File: src/rtl/mmio_pkg.sv
// Shared constants for the MMIO hub: page/word decode, STATUS layout, IRQ readback layout.
package mmio_pkg;

    typedef enum logic [1:0] {
        GW_BTN      = 2'd0,
        GW_BTN_EDGE = 2'd1,
        GW_UART     = 2'd2,
        GW_IRQ      = 2'd3
    } glb_word_e;

    typedef enum logic [1:0] {
        CW_CMD_LO = 2'd0,
        CW_CMD_HI = 2'd1,
        CW_STATUS = 2'd2,
        CW_RSVD   = 2'd3
    } ch_word_e;

    typedef enum logic {
        CH_IDLE = 1'b0,
        CH_BUSY = 1'b1
    } ch_state_e;

    localparam int CH_IDX_LSB = 2;
    localparam int CH_IDX_W   = 4;

    localparam int START_BIT   = 31;
    localparam int ST_BUSY_BIT = 31;
    localparam int ST_RV_BIT   = 30;
    localparam int ST_OV_BIT   = 29;
    localparam int ST_ERR_BIT  = 28;

    localparam logic [7:0] RESP_RST = 8'hFF;

    // IRQ word: write bit 31 = button enable, bits [NUM_CH-1:0] = channel enables.
    // Read: [31] button enable, [30:16] channel enables 0..14, [15:0] channel pending.
    localparam int IRQ_MASK_BTN_BIT    = 31;
    localparam int IRQ_RD_MASK_CH_LSB  = 16;
    localparam int IRQ_RD_MASK_CH_MAX  = 15;
    localparam int IRQ_RD_PEND_CH_LSB  = 0;

    function automatic logic [31:0] pack_status(input logic busy, input logic rv,
                                                input logic ov, input logic err,
                                                input logic [7:0] resp);
        logic [31:0] s;
        s              = '0;
        s[ST_BUSY_BIT] = busy;
        s[ST_RV_BIT]   = rv;
        s[ST_OV_BIT]   = ov;
        s[ST_ERR_BIT]  = err;
        s[7:0]         = resp;
        return s;
    endfunction

endpackage

File: src/rtl/mmio_channel.sv
// One command/response peripheral channel: command registers, start handshake,
// response capture with overrun tracking and the channel's register read mux.
module mmio_channel
    import mmio_pkg::*;
#(
    parameter int CMD_W = 48
) (
    input  logic             clk,
    input  logic             reset,
    input  logic             wr_lo_i,
    input  logic             wr_hi_i,
    input  logic [31:0]      wdata_i,
    input  logic             status_rd_i,
    input  logic [1:0]       word_i,
    input  logic             ack_i,
    input  logic             resp_valid_i,
    input  logic [7:0]       resp_i,
    output logic [CMD_W-1:0] cmd_o,
    output logic             req_o,
    output logic             resp_valid_o,
    output logic [31:0]      rdata_o
);

    localparam int HI_W = CMD_W - 32;

    ch_state_e         state_q, state_d;
    logic [31:0]       lo_q, lo_d;
    logic [HI_W-1:0]   hi_q, hi_d;
    logic [7:0]        resp_q, resp_d;
    logic              rv_q, rv_d;
    logic              ov_q, ov_d;
    logic              err_q, err_d;
    logic              busy;
    logic              unused_wdata;

    assign busy         = (state_q == CH_BUSY);
    assign unused_wdata = ^wdata_i;

    // NOTE: every _d starts as its _q so no branch can leave a latch behind.
    always_comb begin
        state_d = state_q;
        lo_d    = lo_q;
        hi_d    = hi_q;
        resp_d  = resp_q;
        rv_d    = rv_q;
        ov_d    = ov_q;
        err_d   = err_q;

        // A busy channel keeps its command stable for the peripheral.
        if ((wr_lo_i || wr_hi_i) && busy) begin
            err_d = 1'b1;
        end else if (status_rd_i) begin
            err_d = 1'b0;
        end

        if (wr_lo_i && !busy) begin
            lo_d = wdata_i;
        end
        if (wr_hi_i && !busy) begin
            hi_d = wdata_i[HI_W-1:0];
            if (wdata_i[START_BIT]) begin
                state_d = CH_BUSY;
            end
        end
        if (busy && ack_i) begin
            state_d = CH_IDLE;
        end

        // A response landing on the same cycle as the STATUS read wins.
        if (resp_valid_i) begin
            resp_d = resp_i;
            rv_d   = 1'b1;
            if (rv_q && !status_rd_i) begin
                ov_d = 1'b1;
            end
        end else if (status_rd_i) begin
            rv_d = 1'b0;
            ov_d = 1'b0;
        end
    end

    // NOTE: sequential state uses non-blocking (<=) so all flops sample pre-edge values.
    always_ff @(posedge clk or posedge reset) begin
        if (reset) begin
            state_q <= CH_IDLE;
            lo_q    <= '0;
            hi_q    <= '0;
            resp_q  <= RESP_RST;
            rv_q    <= 1'b0;
            ov_q    <= 1'b0;
            err_q   <= 1'b0;
        end else begin
            state_q <= state_d;
            lo_q    <= lo_d;
            hi_q    <= hi_d;
            resp_q  <= resp_d;
            rv_q    <= rv_d;
            ov_q    <= ov_d;
            err_q   <= err_d;
        end
    end

    always_comb begin
        rdata_o = '0;
        case (ch_word_e'(word_i))
            CW_CMD_LO: rdata_o = lo_q;
            CW_CMD_HI: rdata_o = 32'(hi_q);
            CW_STATUS: rdata_o = pack_status(busy, rv_q, ov_q, err_q, resp_q);
            CW_RSVD:   rdata_o = '0;
        endcase
    end

    assign cmd_o        = {hi_q, lo_q};
    assign req_o        = busy;
    assign resp_valid_o = rv_q;

endmodule

File: src/rtl/mmio_hub.sv
// Memory-mapped IO hub: RAM/IO split, button/UART/IRQ globals and NUM_CH command channels.
// Define MMIO_HUB_IRQ_EN to build the maskable interrupt; otherwise irq is tied low.
module mmio_hub
    import mmio_pkg::*;
#(
    parameter int ADDR_W = 12,
    parameter int NUM_CH = 4,
    parameter int CMD_W  = 48,
    parameter int BTN_W  = 5
) (
    input  logic                    clk,
    input  logic                    reset,
    input  logic [ADDR_W-1:0]       addr,
    input  logic [31:0]             data_in,
    output logic [31:0]             data_out,
    input  logic                    write_en,
    input  logic                    read_en,
    input  logic [31:0]             ram_out,
    output logic                    ram_write,
    input  logic [BTN_W-1:0]        btn,
    output logic [NUM_CH*CMD_W-1:0] ch_cmd,
    output logic [NUM_CH-1:0]       ch_req,
    input  logic [NUM_CH-1:0]       ch_ack,
    input  logic [NUM_CH-1:0]       ch_resp_valid,
    input  logic [NUM_CH*8-1:0]     ch_resp,
    output logic                    uart_set_addr,
    output logic [11:0]             uart_addr,
    input  logic [7:0]              uart_last_byte,
    output logic                    irq
);

    logic                io_sel;
    logic                ch_page;
    logic [1:0]          word;
    logic [CH_IDX_W-1:0] ch_idx;
    logic                glb_wr;

    assign io_sel    = addr[ADDR_W-1];
    assign ch_page   = addr[ADDR_W-2];
    assign word      = addr[1:0];
    assign ch_idx    = addr[CH_IDX_LSB +: CH_IDX_W];
    assign glb_wr    = write_en & io_sel & ~ch_page;
    assign ram_write = write_en & ~io_sel;

    logic [NUM_CH-1:0] ch_hit;
    logic [NUM_CH-1:0] ch_rv;
    logic [31:0]       ch_rdata [NUM_CH];
    logic [31:0]       ch_rd;

    for (genvar n = 0; n < NUM_CH; n++) begin : g_ch
        // Full 4-bit compare: indices at or above NUM_CH hit nothing.
        assign ch_hit[n] = io_sel & ch_page & (ch_idx == CH_IDX_W'(n));

        mmio_channel #(.CMD_W(CMD_W)) u_ch (
            .clk          (clk),
            .reset        (reset),
            .wr_lo_i      (write_en & ch_hit[n] & (word == CW_CMD_LO)),
            .wr_hi_i      (write_en & ch_hit[n] & (word == CW_CMD_HI)),
            .wdata_i      (data_in),
            .status_rd_i  (read_en & ch_hit[n] & (word == CW_STATUS)),
            .word_i       (word),
            .ack_i        (ch_ack[n]),
            .resp_valid_i (ch_resp_valid[n]),
            .resp_i       (ch_resp[n*8 +: 8]),
            .cmd_o        (ch_cmd[n*CMD_W +: CMD_W]),
            .req_o        (ch_req[n]),
            .resp_valid_o (ch_rv[n]),
            .rdata_o      (ch_rdata[n])
        );
    end

    always_comb begin
        ch_rd = '0;
        for (int n = 0; n < NUM_CH; n++) begin
            if (ch_hit[n]) begin
                ch_rd = ch_rdata[n];
            end
        end
    end

    logic [BTN_W-1:0] btn_prev_q, btn_prev_d;
    logic [BTN_W-1:0] btn_edge_q, btn_edge_d;
    logic             uart_set_q, uart_set_d;
    logic [11:0]      uart_addr_q, uart_addr_d;

    always_comb begin
        btn_prev_d = btn;
        btn_edge_d = btn_edge_q;
        if (glb_wr && (word == GW_BTN_EDGE)) begin
            btn_edge_d = btn_edge_q & ~data_in[BTN_W-1:0];
        end
        // Applied after the clear so a coincident rising edge keeps its flag.
        btn_edge_d  = btn_edge_d | (btn & ~btn_prev_q);
        uart_set_d  = glb_wr && (word == GW_UART);
        uart_addr_d = uart_set_d ? data_in[11:0] : uart_addr_q;
    end

    always_ff @(posedge clk or posedge reset) begin
        if (reset) begin
            btn_prev_q  <= '0;
            btn_edge_q  <= '0;
            uart_set_q  <= 1'b0;
            uart_addr_q <= '0;
        end else begin
            btn_prev_q  <= btn_prev_d;
            btn_edge_q  <= btn_edge_d;
            uart_set_q  <= uart_set_d;
            uart_addr_q <= uart_addr_d;
        end
    end

    assign uart_set_addr = uart_set_q;
    assign uart_addr     = uart_addr_q;

    logic [31:0] irq_word;

`ifdef MMIO_HUB_IRQ_EN
    logic [NUM_CH-1:0] mask_ch_q, mask_ch_d;
    logic              mask_btn_q, mask_btn_d;
    logic              irq_q, irq_d;

    always_comb begin
        mask_ch_d  = mask_ch_q;
        mask_btn_d = mask_btn_q;
        if (glb_wr && (word == GW_IRQ)) begin
            mask_ch_d  = data_in[NUM_CH-1:0];
            mask_btn_d = data_in[IRQ_MASK_BTN_BIT];
        end
        irq_d = (|(mask_ch_q & ch_rv)) | (mask_btn_q & (|btn_edge_q));

        irq_word                   = '0;
        irq_word[IRQ_MASK_BTN_BIT] = mask_btn_q;
        for (int i = 0; i < NUM_CH; i++) begin
            irq_word[IRQ_RD_PEND_CH_LSB + i] = ch_rv[i];
            if (i < IRQ_RD_MASK_CH_MAX) begin
                irq_word[IRQ_RD_MASK_CH_LSB + i] = mask_ch_q[i];
            end
        end
    end

    always_ff @(posedge clk or posedge reset) begin
        if (reset) begin
            mask_ch_q  <= '0;
            mask_btn_q <= 1'b0;
            irq_q      <= 1'b0;
        end else begin
            mask_ch_q  <= mask_ch_d;
            mask_btn_q <= mask_btn_d;
            irq_q      <= irq_d;
        end
    end

    assign irq = irq_q;
`else
    assign irq_word = '0;
    assign irq      = 1'b0;
`endif

    always_comb begin
        data_out = '0;
        if (!io_sel) begin
            data_out = ram_out;
        end else if (ch_page) begin
            data_out = ch_rd;
        end else begin
            case (glb_word_e'(word))
                GW_BTN:      data_out = 32'(btn);
                GW_BTN_EDGE: data_out = 32'(btn_edge_q);
                GW_UART:     data_out = {24'b0, uart_last_byte};
                GW_IRQ:      data_out = irq_word;
            endcase
        end
    end

    logic unused_bits;
    assign unused_bits = ^{addr, data_in, ch_rv};

endmodule

File: config.mk
export PLATFORM = sky130hd
export DESIGN_NAME = mmio_hub
export DESIGN_NICKNAME = d
export VERILOG_FILES = /design/src/rtl/mmio_pkg.sv /design/src/rtl/mmio_channel.sv /design/src/rtl/mmio_hub.sv
export SDC_FILE = /design/constraint.sdc
export NUM_CORES = 1
export LEC_CHECK = 0
export CAP_MARGIN = 20
export CORE_AREA = 2 2 144 202
export DETAILED_ROUTE_END_ITERATION = 8
export DIE_AREA = 0 0 146 204
export GPL_TIMING_DRIVEN = 1
export PLACE_DENSITY_LB_ADDON = 0.2
export SYNTH_ARGS = -nofsm -noshare
export SYNTH_HDL_FRONTEND = slang
export SYNTH_SLANG_ARGS = --single-unit
File: constraint.sdc
create_clock -name clk -period 11.8 [get_ports clk]
set_input_delay 1.77 -clock clk [delete_from_list [all_inputs] [get_ports clk]]
set_output_delay 1.77 -clock clk [all_outputs]
set_load 0.02 [all_outputs]
==> key figures, run 1 <==
Clock network
  – Max H-tree Level: 1
  – Postcts setup bufs: 0
  – Total CTS buffers: 27
  – Clock buffer depth: 3
  – Clock Pin Slew Worst Setup and Hold Paths: 60 ps
  – TritonCTS clock tree: yes
  – Sink Count: about 260
  – Post-CTS Resized: 0
  – Hold Buf Count CTS: 0
  – Worst-skew pair later-pin latency: between 500 and 600 ps
  – Root Driver: clkbuf_16

Placed design
  – IO Port Bufs: between 300 and 400
  – Dpl cells: between 1,500 and 2,000
  – Gpl congestion: slightly above 0.8
  – Hpwl dp: 27,900 µm

GRT
  – First-pass GRT wire length: ~60,000 µm
  – Met2 Use GR: about half
  – Antenna violations before repair: 2
  – Vias in the first global route: around 9,500
  – Met3 Use GR: ~6.4%
  – GRT busiest layer: met2
  – Total gr overflow: 0
  – Largest net degree at the start of global routing: 127
  – Met1 Usage GRT: 30.3%
  – Total track usage: about a quarter

Yosys
  – Sequential area share after synthesis: a little over half
  – Post-synthesis register bit count: approximately 260
  – Post-Syn Area: about 12,000 µm²
  – Synth Flop Type: dfrtp_1
  – Async SR Flop Fraction: 100%
  – Share of the synthesized area in the top cell type: a little under half
  – Cells after Synth: slightly above 900
  – Most numerous cell in the Yosys netlist: dfrtp_1
  – Yosys warns: 0
  – Syn Nets: about 1,100
  – Top cells by area, synth: dfrtp_1 46%, mux2_2 21%, dfstp_2 6.7%
  – Post-synth top cells: 231 x dfrtp_1, 228 x mux2_2, 48 x mux2i_1
  – Unique masters post-synth: 48
  – Number of synthesized flops with an enable pin: 0
  – Yosys top cell by area: dfrtp_1
  – Syn_area_per_cell: about 13 µm²

Routing
  – Avg WL per Cell: 24.3 µm
  – Vias per cell: 5.52
  – Final WL: about 40,000 µm
  – Via Count: a little over 9,000
  – Initial DRC count: 389
  – Antenna violation net count after detailed routing: 0
  – First-pass iteration count of the detailed router: 5
  – Post-route DRC violation count: 0

Final layout
  – Fill cells: about 2,400
  – Final net count: around 1,400
  – Layout area overhead: 39.9%
  – Fin cells: around 1,700
  – Layout cells sized above 1: around 29%

Timing
  – Min Tclk post-route: 6930 ps
  – Max frequency: ~140 MHz
  – RSZ-0062 raised after global routing: false
  – Final Skew: 16.3 ps
  – Slew @ Worst Pin: roughly 1100 ps
  – Final Max Tran Viols: 0
  – Final hold viol count: 0
  – Slew headroom: 27.1%
  – Total Neg Setup Slack: 0 ps
  – Setup violations, final: 0
  – Crit share post-route: approximately three fifths

Status
  – Status: finished, final reports clean

Power
  – Tot Pwr: about 2.3 mW
  – Leakage: 7.73 nW
  – Max VDD drop: approximately 100 µV
  – Pwr dens: 134 nW/µm²

Critical path
  – CP max FO: 12
  – Worst EP arrival: approximately 5200 ps
  – Startpoint types: input pin
  – Critical path type: input pin to output pin
  – Worst Setup End Kind: output pin
  – Critical path required time: 10,030 ps

Hold path
  – HP Class: flip-flop to flip-flop

Floorplanning
  – Num rows: 73
  – Die footprint: 29,800 µm²
  – Overall die height: 204 µm
  – IO Count: 376
  – Starting density of the core: around 44%
  – Floorplan die width: between 100 and 150 µm
  – Core footprint: between 20,000 and 30,000 µm²

Flow run
  – Max-cap viol count: 0
area by class of cell:
type | count | area, µm² | area share, %
Sequential cell | 263 | 6620 | 38.0
Antenna cell | 2 | 5.00 | 0.0287
Clock inverter | 12 | 218 | 1.25
Inverter | 37 | 146 | 0.840
Tap cell | 375 | 469 | 2.69
Clock buffer | 38 | 787 | 4.51
Multi-Input combinational cell | 552 | 5330 | 30.6
Timing Repair Buffer | 385 | 3860 | 22.1
worst max-delay path: stages:
cell and delay [ps]:
clkdlybuf4s50_1 740, and4bb_2 500, nand2b_1 380, or3_1 690
o32ai_1 410, clkdlybuf4s50_1 660
logic make-up (layout without fill, tap and decap cells):
group                  Yosys count  after routing  share of synthesized area (%)
AO/OA/AOI/OAI                  133            133                           7.28
flip-flops                     263            263                           53.1
other                            1              3                         0.0301
buffers and inverters          110            472                           4.14
multiplexers                   321            321                           31.0
AND/OR/NAND/NOR                 97             97                           4.45
metrics by stage:
step                      hold WS, ps  cell area (µm²)  setup WS [ps]  utilization [%]
after floorplan                   443            12500           2840                -
after global placement            470            16300           4990             58.1
after detailed placement          482            16400           4870             58.2
after CTS                         500            17400           4870             61.8
after global routing              526            17400           4730             62.0
final                             493            17400           4870             62.0
cells in the final DEF, fill, tap and decap left out, types with 5 or more instances in the layout:
cell / synthesis / routed
clkbuf_8: 0 / 7
o21ai_0: 22 / 22
clkbuf_16: 0 / 27
mux2_1: 12 / 12
mux2_4: 9 / 9
or3_1: 5 / 5
bufinv_16: 0 / 6
a22o_1: 10 / 10
nor2b_1: 7 / 6
buf_4: 11 / 13
nor2_1: 22 / 22
nand2b_1: 6 / 6
clkdlybuf4s50_1: 0 / 366
o32ai_1: 12 / 12
dfrtp_1: 231 / 231
o22ai_1: 27 / 27
mux2i_1: 48 / 48
dfstp_2: 32 / 32
a21o_1: 8 / 8
nand3_1: 14 / 14
mux2_2: 228 / 228
o211ai_1: 13 / 13
a21oi_1: 19 / 19
mux4_2: 24 / 24
inv_1: 36 / 35
nand2_1: 25 / 23
sequential cells by signal, indices dropped and copies added, names as in the netlist, 5 cells and up:
name / count
g_ch.u_ch.resp_q: 32
g_ch.u_ch.hi_q: 64
btn_edge_q: 5
btn_prev_q: 5
g_ch.u_ch.lo_q: 128
uart_addr: 12
layer usage:
metal	vias to the layer above	wire (µm)	part of all wire, %
li1	4078	-	-
met1	4696	15500	38
met2	341	21000	52
met3	68	2690	6.7
met4	0	1270	3.1
met5	-	0	0
report_power, final:
part | internal, mW | switching [mW] | total, mW
Sequential | 0.963 | 0.0371 | 1.00
Clock | 0.596 | 0.362 | 0.958
Combinational | 0.189 | 0.184 | 0.372
Total | 1.75 | 0.583 | 2.33
final timing paths:
check | startpoint | endpoint | slack (ps) | cells after the start
max in group asynchronous | reset | g_ch[2].u_ch.resp_q[5]$_DFFE_PP1P_ | 8540 | 4
min in group asynchronous | reset | g_ch[0].u_ch.hi_q[13]$_DFFE_PP0P_ | 1830 | 2
worst max register to register | g_ch[1].u_ch.req_o$_DFFE_PP0P_ | g_ch[1].u_ch.hi_q[14]$_DFFE_PP0P_ | 9780 | 4
worst min register to register | g_ch[3].u_ch.err_q$_DFFE_PP0P_ | g_ch[3].u_ch.err_q$_DFFE_PP0P_ | 490 | 2
worst min-delay path | g_ch[3].u_ch.err_q$_DFFE_PP0P_ | g_ch[3].u_ch.err_q$_DFFE_PP0P_ | 490 | 2
worst max-delay path | addr[10] | data_out[22] | 4870 | 6
(Power assumes the default switching activity.)
==> run 2: changes to the inputs <==
Settings changed: CORE_AREA 2 2 144 202 to 2 2 147 207, DIE_AREA 0 0 146 204 to 0 0 149 209.
Clock period 11.8 ns to 6.32 ns, I/O delays scaled along.
==> run 2 against run 1 <==
  * Register-to-register slack got worse by 5700 ps
  * Cell count grew 0.54%
  * Total power rose by 76%
  * First-iteration DRC count rose by 12%
  * Critical path type unchanged
  * Largest cell class unchanged
==> key figures, run 2 (synthesis gave the netlist of run 1 again) <==
Routing
  – Final WL: 39,800 µm (was 40,500 µm)
  – First-pass iteration count of the detailed router: 5 (unchanged)
  – Antenna violation net count after detailed routing: 0 (unchanged)
  – Initial DRC count: 437 (was 389)
  – Vias per cell: 5.49 (was 5.52)
  – Via Count: 9,183 (unchanged)
  – Avg WL per Cell: 23.8 µm (was 24.3 µm)
  – Post-route DRC violation count: 0 (unchanged)

Clock network
  – Total CTS buffers: 26 (was 27)
  – Worst-skew pair later-pin latency: 530 ps (was 540 ps)
  – Max H-tree Level: 1 (unchanged)
  – Hold Buf Count CTS: 0 (unchanged)
  – Clock Pin Slew Worst Setup and Hold Paths: 60 ps (about the same)
  – Post-CTS Resized: 0 (unchanged)
  – Postcts setup bufs: 0 (unchanged)
  – Clock buffer depth: 3 (unchanged)
  – TritonCTS clock tree: yes (unchanged)
  – Sink Count: 263 (unchanged)
  – Root Driver: clkbuf_16 (unchanged)

Placed design
  – Placed Area: 16,400 µm² (about the same)
  – Gpl congestion: 0.833 (was 0.814)
  – Hpwl dp: 28,200 µm (was 27,900 µm)
  – IO Port Bufs: 370 (unchanged)

Critical path
  – Critical path type: input pin to output pin (unchanged)
  – R2R cell count: 3 (was 4)
  – Critical Path Max Stage Delay: 790 ps (was 740 ps)
  – Crit-path slowest cell: clkdlybuf4s50_1 (unchanged)
  – Most frequent CP cell: clkdlybuf4s50_1 (unchanged)
  – Critical path required time: 5370 ps (was 10,030 ps)
  – Worst EP arrival: 4300 ps (was 5160 ps)
  – CP max FO: 12 (unchanged)
  – Critical-path cell list: clkdlybuf4s50_1, and4bb_2, nand2b_1, or3_1, o32ai_1, clkdlybuf4s50_1 (unchanged)
  – Startpoint types: input pin (unchanged)
  – Worst Setup End Kind: output pin (unchanged)

Final layout
  – Final net count: 1,398 (was 1,399)
  – Post-route cell area: 17,300 µm² (was 17,400 µm²)
  – Most frequent cells in the layout: 366 x clkdlybuf4s50_1, 231 x dfrtp_1, 228 x mux2_2 (unchanged)
  – Area of the multi-input gates: 5330 µm² (unchanged)
  – Layout cells sized above 1: 28.8% (was 29.3%)
  – Reg area: 6620 µm² (unchanged)
  – Layout area overhead: 38.5% (was 39.9%)
  – Max reg flops: 128 (unchanged)
  – Biggest register: g_ch.u_ch.lo_q (unchanged)
  – Biggest regs: g_ch.u_ch.lo_q (128), g_ch.u_ch.hi_q (64), g_ch.u_ch.resp_q (32) (unchanged)
  – Fill cells: 2,466 (was 2,366)
  – Commonest non-fill, non-tap cell in the layout: clkdlybuf4s50_1 (unchanged)

Status
  – Status: finished, final reports clean (unchanged)

Timing
  – RSZ-0062 raised after global routing: false (unchanged)
  – Total Neg Setup Slack: 0 ps (unchanged)
  – Slew headroom: 31.8% (was 27.1%)
  – Slew @ Worst Pin: 1020 ps (was 1090 ps)
  – Final Max Tran Viols: 0 (unchanged)
  – Max frequency: around 190 MHz
  – Min Tclk post-route: 5250 ps
  – Crit share post-route: 83.0%
  – Setup violations, final: 0 (unchanged)
  – Final hold viol count: 0 (unchanged)
  – Final Skew: 12.4 ps (was 16.3 ps)

Floorplanning
  – Die footprint: 31,100 µm² (was 29,800 µm²)
  – Floorplan die width: 149 µm (was 146 µm)
  – Num rows: 75 (was 73)
  – Starting density of the core: 42.3% (was 44.3%)
  – Core footprint: 29,500 µm² (was 28,100 µm²)
  – Overall die height: 209 µm (was 204 µm)
  – IO Count: 376 (unchanged)

Hold path
  – HP Class: flip-flop to flip-flop (unchanged)
  – Worst Hold Depth: 2 (unchanged)

Flow run
  – Max-cap viol count: 0 (unchanged)

Power
  – Max VDD drop: 242 µV (was 103 µV)
  – Pwr dens: 237 nW/µm² (was 134 nW/µm²)
  – Leakage: 7.64 nW (was 7.73 nW)
  – Tot Pwr: 4.09 mW (was 2.33 mW)

GRT
  – First-pass GRT wire length: 60,100 µm (was 59,700 µm)
  – Antenna violations before repair: 3 (was 2)
  – Total gr overflow: 0 (unchanged)
  – Largest net degree at the start of global routing: 161 (was 127)
  – Total track usage: 25.5% (was 26.5%)
  – Vias in the first global route: 9,602 (was 9,500)
[run 2: worst max-delay path: cells and delay by family]
family	cells	cell delay, ps
and+or+nand+nor	3	1510
AOI/OAI and AO/OA	1	370
buffers and inverters	2	1450
[run 2: path summary, 6_finish.rpt]
| check | to | slack, ps | start |
|---|---|---|---|
| worst max register to register | g_ch[3].u_ch.lo_q[27]$_DFFE_PP0P_ | 4120 | g_ch[3].u_ch.req_o$_DFFE_PP0P_ |
| worst min register to register | g_ch[3].u_ch.err_q$_DFFE_PP0P_ | 500 | g_ch[3].u_ch.err_q$_DFFE_PP0P_ |
| max in group asynchronous | uart_addr[1]$_DFFE_PP0P_ | 4060 | reset |
| worst max-delay path | data_out[22] | 1070 | addr[10] |
| min in group asynchronous | g_ch[0].u_ch.lo_q[14]$_DFFE_PP0P_ | 900 | reset |
| worst min-delay path | g_ch[3].u_ch.err_q$_DFFE_PP0P_ | 500 | g_ch[3].u_ch.err_q$_DFFE_PP0P_ |
[run 2: layer usage]
layer / global-route usage, % / part of all wire (%) / wire [µm] / vias up
met5: 0 / 0 / 0 / -
met3: 5.07 / 6.8 / 2720 / 72
li1: - / - / - / 4080
met4: 10.7 / 4.2 / 1670 / 0
met1: 30.9 / 38 / 15300 / 4690
met2: 44.1 / 51 / 20100 / 341
[run 2: stage by stage]
stage	cells	worst slack (ps)	util (%)	hold WS (ps)
after floorplan	925	1930	-	443
after global placement	1620	1050	55.6	476
after detailed placement	1620	1030	55.6	486
after CTS	1667	1010	58.4	501
after global routing	1672	867	58.6	518
final	1673	1070	58.6	498
[run 2: report_power, final]
group	internal [mW]	switching [mW]
clock network	0.892	0.637
logic	0.352	0.339
registers	1.80	0.0703
total	3.04	1.05
[run 2: cell type report]
type | count | area share (%)
sequential | 263 | 38.4
tap | 385 | 2.79
timing repair buffer | 385 | 22.2
inverter | 37 | 0.826
clock buffer | 41 | 4.57
clock inverter | 6 | 0.319
antenna | 4 | 0.0580
multi-input combinational | 552 | 30.9
